--- config.mk ---
export PLATFORM = sky130hd
export DESIGN_NAME = hazard_ctrl_flat
export DESIGN_NICKNAME = d
export VERILOG_FILES = /design/src/rtl/hazard_ctrl_pkg.sv /design/src/rtl/hazard_ctrl_if.sv /design/src/rtl/hazard_ctrl_sat_counter.sv /design/src/rtl/hazard_ctrl.sv /design/src/flat_wrapper.sv
export SDC_FILE = /design/constraint.sdc
export NUM_CORES = 1
export LEC_CHECK = 0
export ABC_AREA = 1
export BUFFER_PORTS_ARGS = -buffer_cell sky130_fd_sc_hd__buf_2
export CAP_MARGIN = 20
export CORE_MARGIN = 3
export CORE_UTILIZATION = 60
export CTS_CLUSTER_SIZE = 14
export DETAILED_ROUTE_END_ITERATION = 8
export GPL_TIMING_DRIVEN = 0
export PLACE_DENSITY_LB_ADDON = 0.1
export SLEW_MARGIN = 20
export SYNTH_ARGS = -nofsm -noshare
export SYNTH_HDL_FRONTEND = slang
export SYNTH_HIERARCHICAL = 1
export SYNTH_SLANG_ARGS = --single-unit
--- constraint.sdc ---
create_clock -name clk -period 5.1 [get_ports clk]
set_input_delay 0.51 -clock clk [delete_from_list [all_inputs] [get_ports clk]]
set_output_delay 0.51 -clock clk [all_outputs]
set_load 0.005 [all_outputs]
--- src/rtl/hazard_ctrl_pkg.sv ---
// rtl/hazard_ctrl_pkg.sv - shared types and constants for the hazard sequencer
//
// Purpose: state encoding and register-file constants used by hazard_ctrl.
// Ports:   none (package).
package hazard_ctrl_pkg;

  typedef enum logic [1:0] {
    RUN      = 2'd0,
    MDU_WAIT = 2'd1,
    HALT     = 2'd2
  } state_e;

  localparam logic [4:0] REG_ZERO = 5'd0;

endpackage

--- src/rtl/hazard_ctrl_if.sv ---
// rtl/hazard_ctrl_if.sv - pipeline hazard inputs and stall/flush controls
//
// Purpose: bundles the per-stage hazard inputs and the register hold/bubble
//          controls shared between the pipeline and hazard_ctrl.
// Ports:   master - pipeline side (drives hazard inputs, receives controls).
//          slave  - hazard_ctrl side (reads hazard inputs, drives controls).
interface hazard_ctrl_if #(
  parameter int CNT_W = 32
);
  logic [4:0]       ID_rs;
  logic [4:0]       ID_rt;
  logic             ID_uses_rs;
  logic             ID_uses_rt;
  logic             ID_effective;
  logic             EX_MemRead;
  logic [4:0]       EX_rd;
  logic             EX_effective;
  logic             EX_redirect;
  logic             EX_mdu_start;
  logic             MEM_halt;

  logic             PC_Enable;
  logic             IF_ID_Enable;
  logic             IF_ID_rst;
  logic             ID_EX_Enable;
  logic             ID_EX_rst;
  logic             EX_MEM_rst;
  logic             halted;
  logic [CNT_W-1:0] stall_cnt;
  logic [CNT_W-1:0] flush_cnt;

  modport master (
    output ID_rs, ID_rt, ID_uses_rs, ID_uses_rt, ID_effective,
           EX_MemRead, EX_rd, EX_effective, EX_redirect, EX_mdu_start, MEM_halt,
    input  PC_Enable, IF_ID_Enable, IF_ID_rst, ID_EX_Enable, ID_EX_rst,
           EX_MEM_rst, halted, stall_cnt, flush_cnt
  );

  modport slave (
    input  ID_rs, ID_rt, ID_uses_rs, ID_uses_rt, ID_effective,
           EX_MemRead, EX_rd, EX_effective, EX_redirect, EX_mdu_start, MEM_halt,
    output PC_Enable, IF_ID_Enable, IF_ID_rst, ID_EX_Enable, ID_EX_rst,
           EX_MEM_rst, halted, stall_cnt, flush_cnt
  );

endinterface

--- src/rtl/hazard_ctrl_sat_counter.sv ---
// rtl/hazard_ctrl_sat_counter.sv - saturating event counter
//
// Purpose: counts inc pulses, sticks at all-ones instead of wrapping.
// Ports:   clk   - clock
//          clear - synchronous clear to zero (wins over inc)
//          inc   - count one event this cycle
//          cnt   - current count
module sat_counter #(
  parameter int CNT_W = 32
) (
  input  logic             clk,
  input  logic             clear,
  input  logic             inc,
  output logic [CNT_W-1:0] cnt
);

  logic [CNT_W-1:0] cnt_q;
  logic [CNT_W-1:0] cnt_d;

  always_comb begin
    cnt_d = cnt_q;
    if (inc && (cnt_q != {CNT_W{1'b1}})) begin
      cnt_d = cnt_q + 1'b1;
    end
  end

  always_ff @(posedge clk) begin
    if (clear) begin
      cnt_q <= '0;
    end else begin
      cnt_q <= cnt_d;
    end
  end

  assign cnt = cnt_q;

endmodule

--- src/rtl/hazard_ctrl.sv ---
// rtl/hazard_ctrl.sv - stall/flush sequencer for the 5-stage pipeline
//
// Purpose: resolves load-use, branch redirect, MDU occupancy and halt into
//          hold/bubble controls for PC, IF_ID, ID_EX and EX_MEM, and counts
//          stall cycles and accepted flushes.
// Ports:   clk - pipeline clock
//          rst - synchronous active-high reset
//          hz  - hazard inputs and control outputs (slave modport)
module hazard_ctrl
  import hazard_ctrl_pkg::*;
#(
  parameter int MDU_LAT = 4,
  parameter int CNT_W   = 32
) (
  input logic          clk,
  input logic          rst,
  hazard_ctrl_if.slave hz
);

  // Start cycle itself is not a hold, so the wait counts MDU_LAT-1 cycles.
  localparam logic [3:0] MDU_INIT = 4'(MDU_LAT - 1);

  state_e     state_q, state_d;
  logic [3:0] mdu_cnt_q, mdu_cnt_d;

  logic load_use;
  logic pc_hold, ifid_hold, ifid_bub, idex_hold, idex_bub, exmem_bub, halted;
  logic stall_inc, flush_inc;

  assign load_use = hz.EX_effective && hz.EX_MemRead && (hz.EX_rd != REG_ZERO) &&
                    hz.ID_effective &&
                    ((hz.ID_uses_rs && (hz.ID_rs == hz.EX_rd)) ||
                     (hz.ID_uses_rt && (hz.ID_rt == hz.EX_rd)));

  always_comb begin
    state_d   = state_q;
    mdu_cnt_d = mdu_cnt_q;
    pc_hold   = 1'b0;
    ifid_hold = 1'b0;
    ifid_bub  = 1'b0;
    idex_hold = 1'b0;
    idex_bub  = 1'b0;
    exmem_bub = 1'b0;
    halted    = 1'b0;
    flush_inc = 1'b0;

    case (state_q)
      RUN: begin
        if (hz.MEM_halt) begin
          pc_hold   = 1'b1;
          ifid_hold = 1'b1;
          idex_hold = 1'b1;
          exmem_bub = 1'b1;
          state_d   = HALT;
        end else if (hz.EX_redirect) begin
          // ID holds a wrong-path instruction, so a load-use match is moot.
          ifid_bub  = 1'b1;
          idex_bub  = 1'b1;
          flush_inc = 1'b1;
          if (hz.EX_mdu_start) begin
            state_d   = MDU_WAIT;
            mdu_cnt_d = MDU_INIT;
          end
        end else if (hz.EX_mdu_start) begin
          state_d   = MDU_WAIT;
          mdu_cnt_d = MDU_INIT;
        end else if (load_use) begin
          // Single bubble: the load moves on next cycle, clearing the match.
          pc_hold   = 1'b1;
          ifid_hold = 1'b1;
          idex_bub  = 1'b1;
        end
      end

      MDU_WAIT: begin
        pc_hold   = 1'b1;
        ifid_hold = 1'b1;
        idex_hold = 1'b1;
        exmem_bub = 1'b1;
        if (hz.MEM_halt) begin
          state_d = HALT;
        end else begin
          mdu_cnt_d = mdu_cnt_q - 4'd1;
          if (mdu_cnt_q == 4'd1) begin
            state_d = RUN;
          end
        end
      end

      HALT: begin
        pc_hold   = 1'b1;
        ifid_hold = 1'b1;
        idex_hold = 1'b1;
        exmem_bub = 1'b1;
        halted    = 1'b1;
      end

      default: begin
        state_d = RUN;
      end
    endcase
  end

  // The cycle that enters HALT still counts; frozen HALT cycles do not.
  assign stall_inc = pc_hold && (state_q != HALT);

  always_ff @(posedge clk) begin
    if (rst) begin
      state_q   <= RUN;
      mdu_cnt_q <= 4'd0;
    end else begin
      state_q   <= state_d;
      mdu_cnt_q <= mdu_cnt_d;
    end
  end

  sat_counter #(.CNT_W(CNT_W)) u_stall_cnt (
    .clk   (clk),
    .clear (rst),
    .inc   (stall_inc),
    .cnt   (hz.stall_cnt)
  );

  sat_counter #(.CNT_W(CNT_W)) u_flush_cnt (
    .clk   (clk),
    .clear (rst),
    .inc   (flush_inc),
    .cnt   (hz.flush_cnt)
  );

  assign hz.PC_Enable    = pc_hold;
  assign hz.IF_ID_Enable = ifid_hold;
  assign hz.IF_ID_rst    = ifid_bub;
  assign hz.ID_EX_Enable = idex_hold;
  assign hz.ID_EX_rst    = idex_bub;
  assign hz.EX_MEM_rst   = exmem_bub;
  assign hz.halted       = halted;

endmodule

--- src/flat_wrapper.sv ---
// flat-port wrapper written by rule: the top's interface ports become plain ports
module hazard_ctrl_flat import hazard_ctrl_pkg::*;
#(
  parameter int MDU_LAT = 4,
  parameter int CNT_W   = 32
)
  (clk, rst, hz_ID_rs, hz_ID_rt, hz_ID_uses_rs, hz_ID_uses_rt, hz_ID_effective, hz_EX_MemRead, hz_EX_rd, hz_EX_effective, hz_EX_redirect, hz_EX_mdu_start, hz_MEM_halt, hz_PC_Enable, hz_IF_ID_Enable, hz_IF_ID_rst, hz_ID_EX_Enable, hz_ID_EX_rst, hz_EX_MEM_rst, hz_halted, hz_stall_cnt, hz_flush_cnt);
  hazard_ctrl_if #(.CNT_W(CNT_W)) hz_i ();
  input logic clk;
  input logic rst;
  input wire logic [$bits(hz_i.ID_rs)-1:0] hz_ID_rs;
  input wire logic [$bits(hz_i.ID_rt)-1:0] hz_ID_rt;
  input wire logic [$bits(hz_i.ID_uses_rs)-1:0] hz_ID_uses_rs;
  input wire logic [$bits(hz_i.ID_uses_rt)-1:0] hz_ID_uses_rt;
  input wire logic [$bits(hz_i.ID_effective)-1:0] hz_ID_effective;
  input wire logic [$bits(hz_i.EX_MemRead)-1:0] hz_EX_MemRead;
  input wire logic [$bits(hz_i.EX_rd)-1:0] hz_EX_rd;
  input wire logic [$bits(hz_i.EX_effective)-1:0] hz_EX_effective;
  input wire logic [$bits(hz_i.EX_redirect)-1:0] hz_EX_redirect;
  input wire logic [$bits(hz_i.EX_mdu_start)-1:0] hz_EX_mdu_start;
  input wire logic [$bits(hz_i.MEM_halt)-1:0] hz_MEM_halt;
  output wire logic [$bits(hz_i.PC_Enable)-1:0] hz_PC_Enable;
  output wire logic [$bits(hz_i.IF_ID_Enable)-1:0] hz_IF_ID_Enable;
  output wire logic [$bits(hz_i.IF_ID_rst)-1:0] hz_IF_ID_rst;
  output wire logic [$bits(hz_i.ID_EX_Enable)-1:0] hz_ID_EX_Enable;
  output wire logic [$bits(hz_i.ID_EX_rst)-1:0] hz_ID_EX_rst;
  output wire logic [$bits(hz_i.EX_MEM_rst)-1:0] hz_EX_MEM_rst;
  output wire logic [$bits(hz_i.halted)-1:0] hz_halted;
  output wire logic [$bits(hz_i.stall_cnt)-1:0] hz_stall_cnt;
  output wire logic [$bits(hz_i.flush_cnt)-1:0] hz_flush_cnt;
  assign hz_i.ID_rs = hz_ID_rs;
  assign hz_i.ID_rt = hz_ID_rt;
  assign hz_i.ID_uses_rs = hz_ID_uses_rs;
  assign hz_i.ID_uses_rt = hz_ID_uses_rt;
  assign hz_i.ID_effective = hz_ID_effective;
  assign hz_i.EX_MemRead = hz_EX_MemRead;
  assign hz_i.EX_rd = hz_EX_rd;
  assign hz_i.EX_effective = hz_EX_effective;
  assign hz_i.EX_redirect = hz_EX_redirect;
  assign hz_i.EX_mdu_start = hz_EX_mdu_start;
  assign hz_i.MEM_halt = hz_MEM_halt;
  assign hz_PC_Enable = hz_i.PC_Enable;
  assign hz_IF_ID_Enable = hz_i.IF_ID_Enable;
  assign hz_IF_ID_rst = hz_i.IF_ID_rst;
  assign hz_ID_EX_Enable = hz_i.ID_EX_Enable;
  assign hz_ID_EX_rst = hz_i.ID_EX_rst;
  assign hz_EX_MEM_rst = hz_i.EX_MEM_rst;
  assign hz_halted = hz_i.halted;
  assign hz_stall_cnt = hz_i.stall_cnt;
  assign hz_flush_cnt = hz_i.flush_cnt;
  hazard_ctrl #(.MDU_LAT(MDU_LAT), .CNT_W(CNT_W)) u_core (.clk(clk), .rst(rst), .hz(hz_i));
endmodule
# After elaboration in Yosys (flattened, before gate mapping)
# Cells that the tools add are included.
[word_totals] output_inout_bits=71 input_bits=25 register_bits=70 elab_cells=60
[classes] add_sub_neg=3 mux=23 n_reduce_logical=16 n_bitwise=1 eq_ne=13
[ops] op="adder 32 x 1 -> 32 bit (second input constant)" n=2
[ops] op="!= test 32 bit (second input constant)" n=2
[ops] op="two-way mux 1 bit" n=12
[ops] op="two-way mux 4 bit" n=3
[ops] op="equality test 5 bit" n=2
[ops] op="logical AND 1 bit" n=9
[ops] op="two-way mux 2 bit" n=4
[ops] op="!= test 2 bit (second input constant)" n=4
[ops] op="one-hot mux 4 bit (2 select lines)" n=1
[ops] op="one-hot mux 2 bit (3 select lines)" n=1
[ops] op="nonzero test 5 bit" n=1
[ops] op="equality test 4 x 1 -> 1 bit (second input constant)" n=1
[ops] op="one-hot mux 1 bit (2 select lines)" n=2
[ops] op="AND reduction 4 bit" n=1
[ops] op="subtractor 4 x 1 -> 4 bit (second input constant)" n=1
[ops] op="!= test 3 x 2 -> 1 bit (second input constant)" n=1
[ops] op="!= test 3 bit (second input constant)" n=1
[ops] op="AND reduction 3 bit" n=1
[ops] op="equality test 2 x 1 -> 1 bit (second input constant)" n=1
[ops] op="equality test 2 bit (second input constant)" n=1
[ops] op="logical NOT 2 bit" n=1
[ops] op="nonzero test 2 bit" n=1
[ops] op="OR reduction 2 bit" n=1
[ops] op="logical OR 1 bit" n=1
[ops] op="NOT 1 bit" n=1

# Depth between registers and ports, before layout
# Gate-level depths: netlist of the first run.
[depth] ltp_word=11 mapped_depth=18 mapped_depth_nobuf=17

# Cells and area by module
# The synthesis of the first run kept the hierarchy.
[by_module_without_submodules] module="sat_counter at u_core.u_flush_cnt" cells_each=324 n_inst=1 seq_area_each_um2=640.6 area_each_um2=2062.0
[by_module_without_submodules] module="sat_counter at u_core.u_stall_cnt" cells_each=326 n_inst=1 seq_area_each_um2=640.6 area_each_um2=2050.7
[by_module_without_submodules] module="hazard_ctrl" cells_each=126 n_inst=1 seq_area_each_um2=120.1 area_each_um2=704.4

# Worst setup path after synthesis of the first run
# OpenSTA, ideal clock, no wires.
[synth_path] kind="flip-flop to flip-flop" from="register u_core.state_q[1]" to="register u_core.u_stall_cnt.cnt_q[17], in the netlist u_core/u_stall_cnt/cnt[17]" t_required_ns=4.985 stages_incl_launch_ff=17 setup_time_ns=0.115 n_path_buf=1 t_arrival_ns=2.073 period_less_slack_ns=2.188 slack_ns=2.912 path_cell_list="dfxtp_1 > inv_1 > ha_1 > inv_1 > a21oi_1 > inv_1 > a21oi_2 > buf_4 > inv_1 > nor2_2 > nand2_1 > inv_2 > nand2_1 > nor2_1 > nand3_2 > nand2_1 > nor2_1"
[synth_via] elab_chain_len=5 elab_cells_between_ends=8 classes_between="3 x eq/ne; 1 x mux; 4 x reduce/logical"
[synth_rtl] element="from (decl)" line_no="hazard_ctrl.sv:23" rtl="state_e state_q, state_d;"
[synth_rtl] element="from (signal assigned)" line_no="hazard_ctrl.sv:112" rtl="state_q <= state_d;"
[synth_rtl] element="equality test 2 bit or equality test 2 x 1 -> 1 bit (tied branches)" line_no="hazard_ctrl.sv:47" rtl="case (state_q)"
[synth_rtl] element="OR reduction 2 bit (no source line)"
[synth_rtl] element="one-hot mux 1 bit (2 select lines)" line_no="hazard_ctrl.sv:47"
[synth_rtl] element="logical AND 1 bit (*)" line_no="hazard_ctrl.sv:105" rtl="assign stall_inc = pc_hold && (state_q != HALT);"
[synth_rtl] element="net u_core.stall_inc" line_no="hazard_ctrl.sv:28" rtl="logic stall_inc, flush_inc;"
[synth_rtl] element="logical AND 1 bit (*)" line_no="hazard_ctrl_sat_counter.sv:22" rtl="if (inc && (cnt_q != {CNT_W{1'b1}})) begin"
[synth_rtl] element="to (signal assigned)" line_no="hazard_ctrl_sat_counter.sv:31" rtl="cnt_q <= cnt_d;"
[synth_rtl] element="to (decl)" line_no="hazard_ctrl_sat_counter.sv:17" rtl="logic [CNT_W-1:0] cnt_q;"
# Mark *: on every way through the listed nets, which the timed path passes. The rest lies on a longest branch.
# A chain may end at the register's enable or synchronous reset.

# Worst setup path after layout of the first run
[layout_path] from="register u_core.state_q[0]" to="register u_core.u_stall_cnt.cnt_q[17], in the netlist u_core/u_stall_cnt/cnt[17]"
# The elaborated chain is that of the path after synthesis.

==> out/metrics.csv, run 1 <==
metric,value,unit
Critical Path Source Type,register,
"EDFF count, synth",0,
Starting Density,0.620,
gpl congestion,0.915,
WP data required,5.35,ns
worst vdd ir,0.000155,V
sequential fraction of the synthesis area,0.291,
CTS Buf Count,9,
most numerous cell in the Yosys netlist,nand2_1,
setup_tns,0,ns
post-synth top area cell,dfxtp_1,
WS Path Type,reg2reg,
layout cell share with drive strength beyond 1,0.228,
Hold Crit Class,reg2reg,
synthesis-to-finish area growth,16.4,%
pin count of the biggest net entering global routing,15,
Die ar.,9140,sq um
design area,5610,sq um
FF-to-FF path depth,16,
Worst Path Arrival,2.89,ns
crit-path leading delay family,simple AND/OR/NAND/NOR gates,
core box area,7770,sq um
#FFs+latches synth,70,
gr usage total,0.291,
final hold violation count,0,
Die X-Extent,95.6,um
Worst Path Max Fanout,9,
DR iter-0 viols,260,
"slowest stage delay, CP",0.37,ns
Top Ports,96,
final cell count without fillers,989,
DR WL/cell,13.2,um
Pre-Repair DR Iteration Count,5,
Synth Instances,776,
Rel. slew slack,0.605,
Worst Path Buf+Inv,6,
Placed Instance Area,5420,sq um
Worst-path clk slew,0.08,ns
placed insts,973,
syn avg cell area,6.21,sq um
clk_lat worst skew,0.35,ns
Rows,32,
top post-synthesis cells by area,"dfxtp_1 29%, nand2_1 17%, nor2_1 12%",
Post-CTS Setup Inserts,0,
final critical-path share of the clock period,0.519,
"most used cell, CP",inv_1,
HPWL Detailed,9.97,mm
Synth cell types,34,
Post-synth top cells,"215 x nand2_1, 154 x nor2_1, 78 x inv_1",
Power Density,221,nW/um^2
top_reg_cell synth,dfxtp_1,
Power Total,1.24,mW
TritonCTS clock tree,done,
post-synthesis async set-or-reset flop share,0,
outcome,"complete, no violations",
Overflow after GRT,0,
count of final setup violators,0,
Comb pwr share,0.175,
die extent in y,95.6,um
unrepaired setup endpoints after global routing,false,
drt via density,5.35,
crit end category,register,
Clk pwr share,0.363,
Pint,866,uW
DR vias,5289,
Slew Limit Fails,0,
number of diodes,0,
"Cell Area, Synth",4820,sq um
worst clock skew,0.0138,ns
Lkg Pwr,2.73,nW
"Slowest-stage cell, CP",dfxtp_1,
Max-Cap Viols,0,
top cell type's share of synthesized area,0.291,
worst path cell trace,"inv_1, ha_1, inv_1, a21oi_1, inv_1, a21oi_2, buf_4, inv_1, nor2_2, nand2_1, inv_2, nand2_1, nor2_1, nand3_2, nand2_1, nor2_1",
warning count from the yosys run,6,
WHS Path Cells,2,
f_max,378,MHz
root buf cell,clkbuf_8,
syn_nets,809,
Antenna Nets Post-Route,0,
worst slew pin tran,0.593,ns
Psw,372,uW
clock sinks,70,
Longest Clk Path Bufs,2,
sw frac,0.301,
crit path time final,2.65,ns
Buffers on Ports,95,
vias in the first global route,4858,
sequential power share,0.462,
DRC violations left,0,
initial antenna violation count,0,
Worst Hold Slack,0.504,ns
H-tree Lvls,3,
post-cts sizing count,0,
first-pass GRT wire length,21.4,mm
Final #Nets,915,
final WL,13.1,mm
# hold bufs at CTS,0,
CP Depth,16,
## worst reg2reg max path, stage by stage (launching register included)
cell and delay, ns:
dfxtp_1 0.37, inv_1 0.09, ha_1 0.28, inv_1 0.04, a21oi_1 0.21, inv_1 0.10, a21oi_2 0.16, buf_4 0.20
inv_1 0.11, nor2_2 0.22, nand2_1 0.14, inv_2 0.10, nand2_1 0.10, nor2_1 0.21, nand3_2 0.09, nand2_1 0.08
nor2_1 0.04
## flip-flops by register name, summed over array words and instances (netlist names)
name,count
u_core/mdu_cnt_q,4
u_core/u_flush_cnt/cnt,32
u_core/u_stall_cnt/cnt,32
u_core/state_q,2
## kinds of logic after synthesis
logic type | after synthesis | share of synthesized area
simple gates | 523 | 0.512
buf+inv | 111 | 0.104
flops | 70 | 0.291
compound gates | 63 | 0.0707
fa+ha+maj | 8 | 0.0208
xor+xnor | 1 | 0.00182
## layout by cell type, fill, tap and decap left out
cell type	Yosys	layout
nand2_1	215	215
buf_4	3	3
clkbuf_1	0	1
nor3_1	9	9
o21ai_1	2	2
nand3_2	16	16
nor3_2	1	1
nor2_4	7	7
a21oi_1	45	45
bufinv_16	0	1
nand4_2	3	3
nand3b_1	2	2
a21oi_2	2	2
nand2_2	12	12
o21bai_1	1	1
clkinv_2	0	3
clkinvlp_4	0	1
dfxtp_1	70	70
a211oi_1	1	1
clkbuf_8	0	9
inv_1	78	78
nor3b_1	1	1
nand3_1	54	54
nor2_2	13	13
nand4_1	26	26
buf_2	4	99
clkinv_1	2	2
o21ai_0	2	2
a31oi_1	10	10
nand3_4	2	2
xnor2_1	1	1
ha_1	8	8
nand2_4	5	5
and2_1	1	1
buf_1	2	2
buf_6	9	9
nor2_1	154	154
nor2_8	2	2
inv_2	13	13
inv_6	0	1
## power by group through the flow
stage | Combinational (mW) | Sequential (mW) | Clock (mW)
5_1_grt | 0.243 | 0.573 | 0.487
2_1_floorplan | 0.142 | 0.583 | 0
3_3_place_gp | 0.208 | 0.583 | 0
6_report | 0.216 | 0.572 | 0.450
4_1_cts | 0.217 | 0.572 | 0.460
3_5_place_dp | 0.215 | 0.584 | 0
## area by class of cell
type / count / area, sq um
clock inverters: 6 / 61.3
fillers: 708 / 2160
multi-input cells: 595 / 2920
repair buffers: 95 / 475
clock buffers: 10 / 128
flip-flops and latches: 70 / 1400
inverters: 93 / 349
well taps: 102 / 128
plain buffers: 18 / 151
## stage by stage
step / setup slack (ns) / utilization
2_1_floorplan: 2.91 / -
3_3_place_gp: 2.51 / 0.698
3_5_place_dp: 2.47 / 0.698
4_1_cts: 2.48 / 0.722
5_1_grt: 2.26 / 0.722
6_report: 2.45 / 0.722
## per-layer routing
| layer | wire length [um] | part of all wire | global-route usage |
|---|---|---|---|
| met1 | 5540 | 0.42 | 0.344 |
| met2 | 6420 | 0.49 | 0.514 |
| met3 | 784 | 0.060 | 0.0592 |
| met4 | 313 | 0.024 | 0.115 |
| met5 | 0 | 0 | 0 |
## path summary, 6_finish.rpt
check / end / slack, ns / from
setup / recovery: u_core/u_stall_cnt/cnt[17]$_SDFFE_PP0P_ / 2.45 / u_core/state_q[0]$_SDFFE_PP0P_
hold / removal: u_core/u_flush_cnt/cnt[1]$_SDFFE_PP0P_ / 0.50 / u_core/u_flush_cnt/cnt[1]$_SDFFE_PP0P_
setup reg to reg: u_core/u_stall_cnt/cnt[17]$_SDFFE_PP0P_ / 2.45 / u_core/state_q[0]$_SDFFE_PP0P_
hold reg to reg: u_core/u_flush_cnt/cnt[1]$_SDFFE_PP0P_ / 0.50 / u_core/u_flush_cnt/cnt[1]$_SDFFE_PP0P_
Note: power is estimated with default switching activity, not from simulation.
==> inputs of run 2 (changes only) <==
Settings changed: CORE_UTILIZATION 60 to 56.
Clock period 5.1 ns to 2.7 ns, I/O delays scaled along.
==> run 2 against run 1 <==
Compared with the run above: first-iteration DRC count is 13% higher; worst hold slack worse by 0.23 ns; design area is 2.1% higher; worst setup slack worse by 2.3 ns; critical path depth is 2 lower; global-route usage is 2.1 points lower; flip-flop and latch count stayed put; core utilization is 3.2 points lower; clock skew is 0.0072 ns lower; routed wire length is 1.3% higher; critical endpoint is now u_core/u_stall_cnt/cnt[23]$_SDFFE_PP0P_; largest cell class unchanged.
==> out/metrics.csv, run 2 (synthesized netlist as in run 1, its figures left out) <==
metric,value,unit
gpl congestion,0.970,
Max-Cap Viols,0,
worst slew pin tran,0.496,ns
Worst Setup SP,u_core/state_q[0]$_SDFFE_PP0P_,
DR vias,5368,
"Slowest-stage cell, CP",dfxtp_1,
Lkg Pwr,2.77,nW
WS Path Type,reg2reg,
Worst Path Max Fanout,9,
M1 WL,5.28,mm
"commonest non-fill, non-tap cell in the layout",nand2_1,
Hold Crit Class,in2reg,
Worst-path clk slew,0.08,ns
first-pass GRT wire length,22.0,mm
most frequent cells in the layout,"215 x nand2_1, 152 x nor2_1, 99 x buf_2",
design area,5730,sq um
layout cell share with drive strength beyond 1,0.234,
final hold violation count,0,
Worst R2R End,u_core/u_stall_cnt/cnt[23]$_SDFFE_PP0P_,
synthesis-to-finish area growth,18.9,%
area of the multi-input gates,2940,sq um
R2R Setup Slk,0.14,ns
final critical-path share of the clock period,0.946,
pin count of the biggest net entering global routing,15,
metal3 WL,953,um
Power Density,468,nW/um^2
CP Depth,14,
Antenna Nets Post-Route,0,
worst vdd ir,0.000232,V
Critical Path Source Type,register,
final WL,13.2,mm
Buffers on Ports,95,
CTS Buf Count,9,
die extent in y,98.7,um
crit end category,register,
number of diodes,0,
final cell count without fillers,992,
Final #Nets,915,
Die ar.,9750,sq um
FILL cells,759,
Rows,33,
unrepaired setup endpoints after global routing,false,
Die X-Extent,98.7,um
Starting Density,0.580,
gr usage total,0.271,
Overflow after GRT,0,
DR WL/cell,13.3,um
vias in the first global route,4912,
worst clock skew,0.00665,ns
"most used cell, CP",inv_1,
met2 routed WL,6.70,mm
crit path time final,2.56,ns
crit-path leading delay family,simple AND/OR/NAND/NOR gates,
WP data required,2.95,ns
crit path to,u_core/u_stall_cnt/cnt[23]$_SDFFE_PP0P_,
initial antenna violation count,0,
HPWL Detailed,9.90,mm
final core occ,0.690,
Top Ports,96,
DR iter-0 viols,293,
DRC violations left,0,
count of final setup violators,0,
clk_lat worst skew,0.35,ns
FF-to-FF path depth,14,
placed insts,976,
drt via density,5.41,
FF-to-FF Start,u_core/state_q[0]$_SDFFE_PP0P_,
post-cts sizing count,0,
Power Total,2.68,mW
core box area,8300,sq um
Pre-Repair DR Iteration Count,5,
Worst Path Buf+Inv,5,
f_max,391,MHz
H-tree Lvls,3,
TritonCTS clock tree,done,
Placed Instance Area,5420,sq um
clock sinks,70,
Post-CTS Setup Inserts,0,
outcome,"complete, no violations",
worst path cell trace,"inv_1, ha_1, inv_1, a21oi_2, inv_1, a21oi_2, buf_4, inv_1, nor2_4, nand2_1, nor2_1, nand4_1, nand2_1, nor2_1",
Slew Limit Fails,0,
# hold bufs at CTS,0,
Longest Clk Path Bufs,2,
setup_tns,0,ns
Rel. slew slack,0.668,
root buf cell,clkbuf_8,
Worst Path Arrival,2.80,ns
DR top layer,met4,
register area,1400,sq um
"slowest stage delay, CP",0.39,ns
-- run 2: worst register-to-register path, stage by stage, from the launching register on --
cell     delay (ns)
dfxtp_1        0.39
inv_1          0.10
ha_1           0.29
inv_1          0.05
a21oi_2        0.16
inv_1          0.09
a21oi_2        0.15
buf_4          0.19
inv_1          0.13
nor2_4         0.17
nand2_1        0.14
nor2_1         0.30
nand4_1        0.15
nand2_1        0.09
nor2_1         0.06
-- run 2: worst min path at each step --
| stage | startpoint | end | slack (ns) | cells past startpoint |
|---|---|---|---|---|
| 2_1_floorplan | rst | u_core/state_q[1]$_SDFFE_PP0P_ | 0.34 | 1 |
| 3_3_place_gp | u_core/u_flush_cnt/cnt[1]$_SDFFE_PP0P_ | u_core/u_flush_cnt/cnt[1]$_SDFFE_PP0P_ | 0.48 | 2 |
| 3_5_place_dp | u_core/u_stall_cnt/cnt[1]$_SDFFE_PP0P_ | u_core/u_stall_cnt/cnt[1]$_SDFFE_PP0P_ | 0.50 | 2 |
| 4_1_cts | rst | u_core/u_stall_cnt/cnt[1]$_SDFFE_PP0P_ | 0.26 | 2 |
| 5_1_grt | rst | u_core/u_stall_cnt/cnt[0]$_SDFFE_PP0P_ | 0.28 | 2 |
| 6_report | rst | u_core/u_stall_cnt/cnt[1]$_SDFFE_PP0P_ | 0.27 | 2 |
-- run 2: layout make-up --
| cell class | count | area share |
|---|---|---|
| multi-input combinational | 595 | 0.513 |
| tap | 105 | 0.0229 |
| timing repair buffer | 95 | 0.0830 |
| inverter | 93 | 0.0609 |
| buffer | 18 | 0.0264 |
| clock buffer | 11 | 0.0264 |
| sequential | 70 | 0.245 |
| clock inverter | 5 | 0.0225 |
-- run 2: per-layer routing --
metal	track usage	up-vias
met5	0	-
met4	0.118	0
met3	0.0460	35
met2	0.483	219
met1	0.317	2430
li1	-	2684
-- run 2: per-stage QoR --
step           hold slack [ns]  setup slack (ns)
3_5_place_dp             0.499             0.110
6_report                 0.272             0.145
2_1_floorplan            0.339             0.512
3_3_place_gp             0.482             0.135
5_1_grt                  0.283            0.0191
4_1_cts                  0.263             0.103
-- run 2: report_power, final --
part	total, mW	leakage, nW	internal, mW	switching [mW]
Clock	1.19	0.140	0.760	0.428
Combinational	0.411	2.07	0.155	0.256
Sequential	1.08	0.566	1.06	0.0221
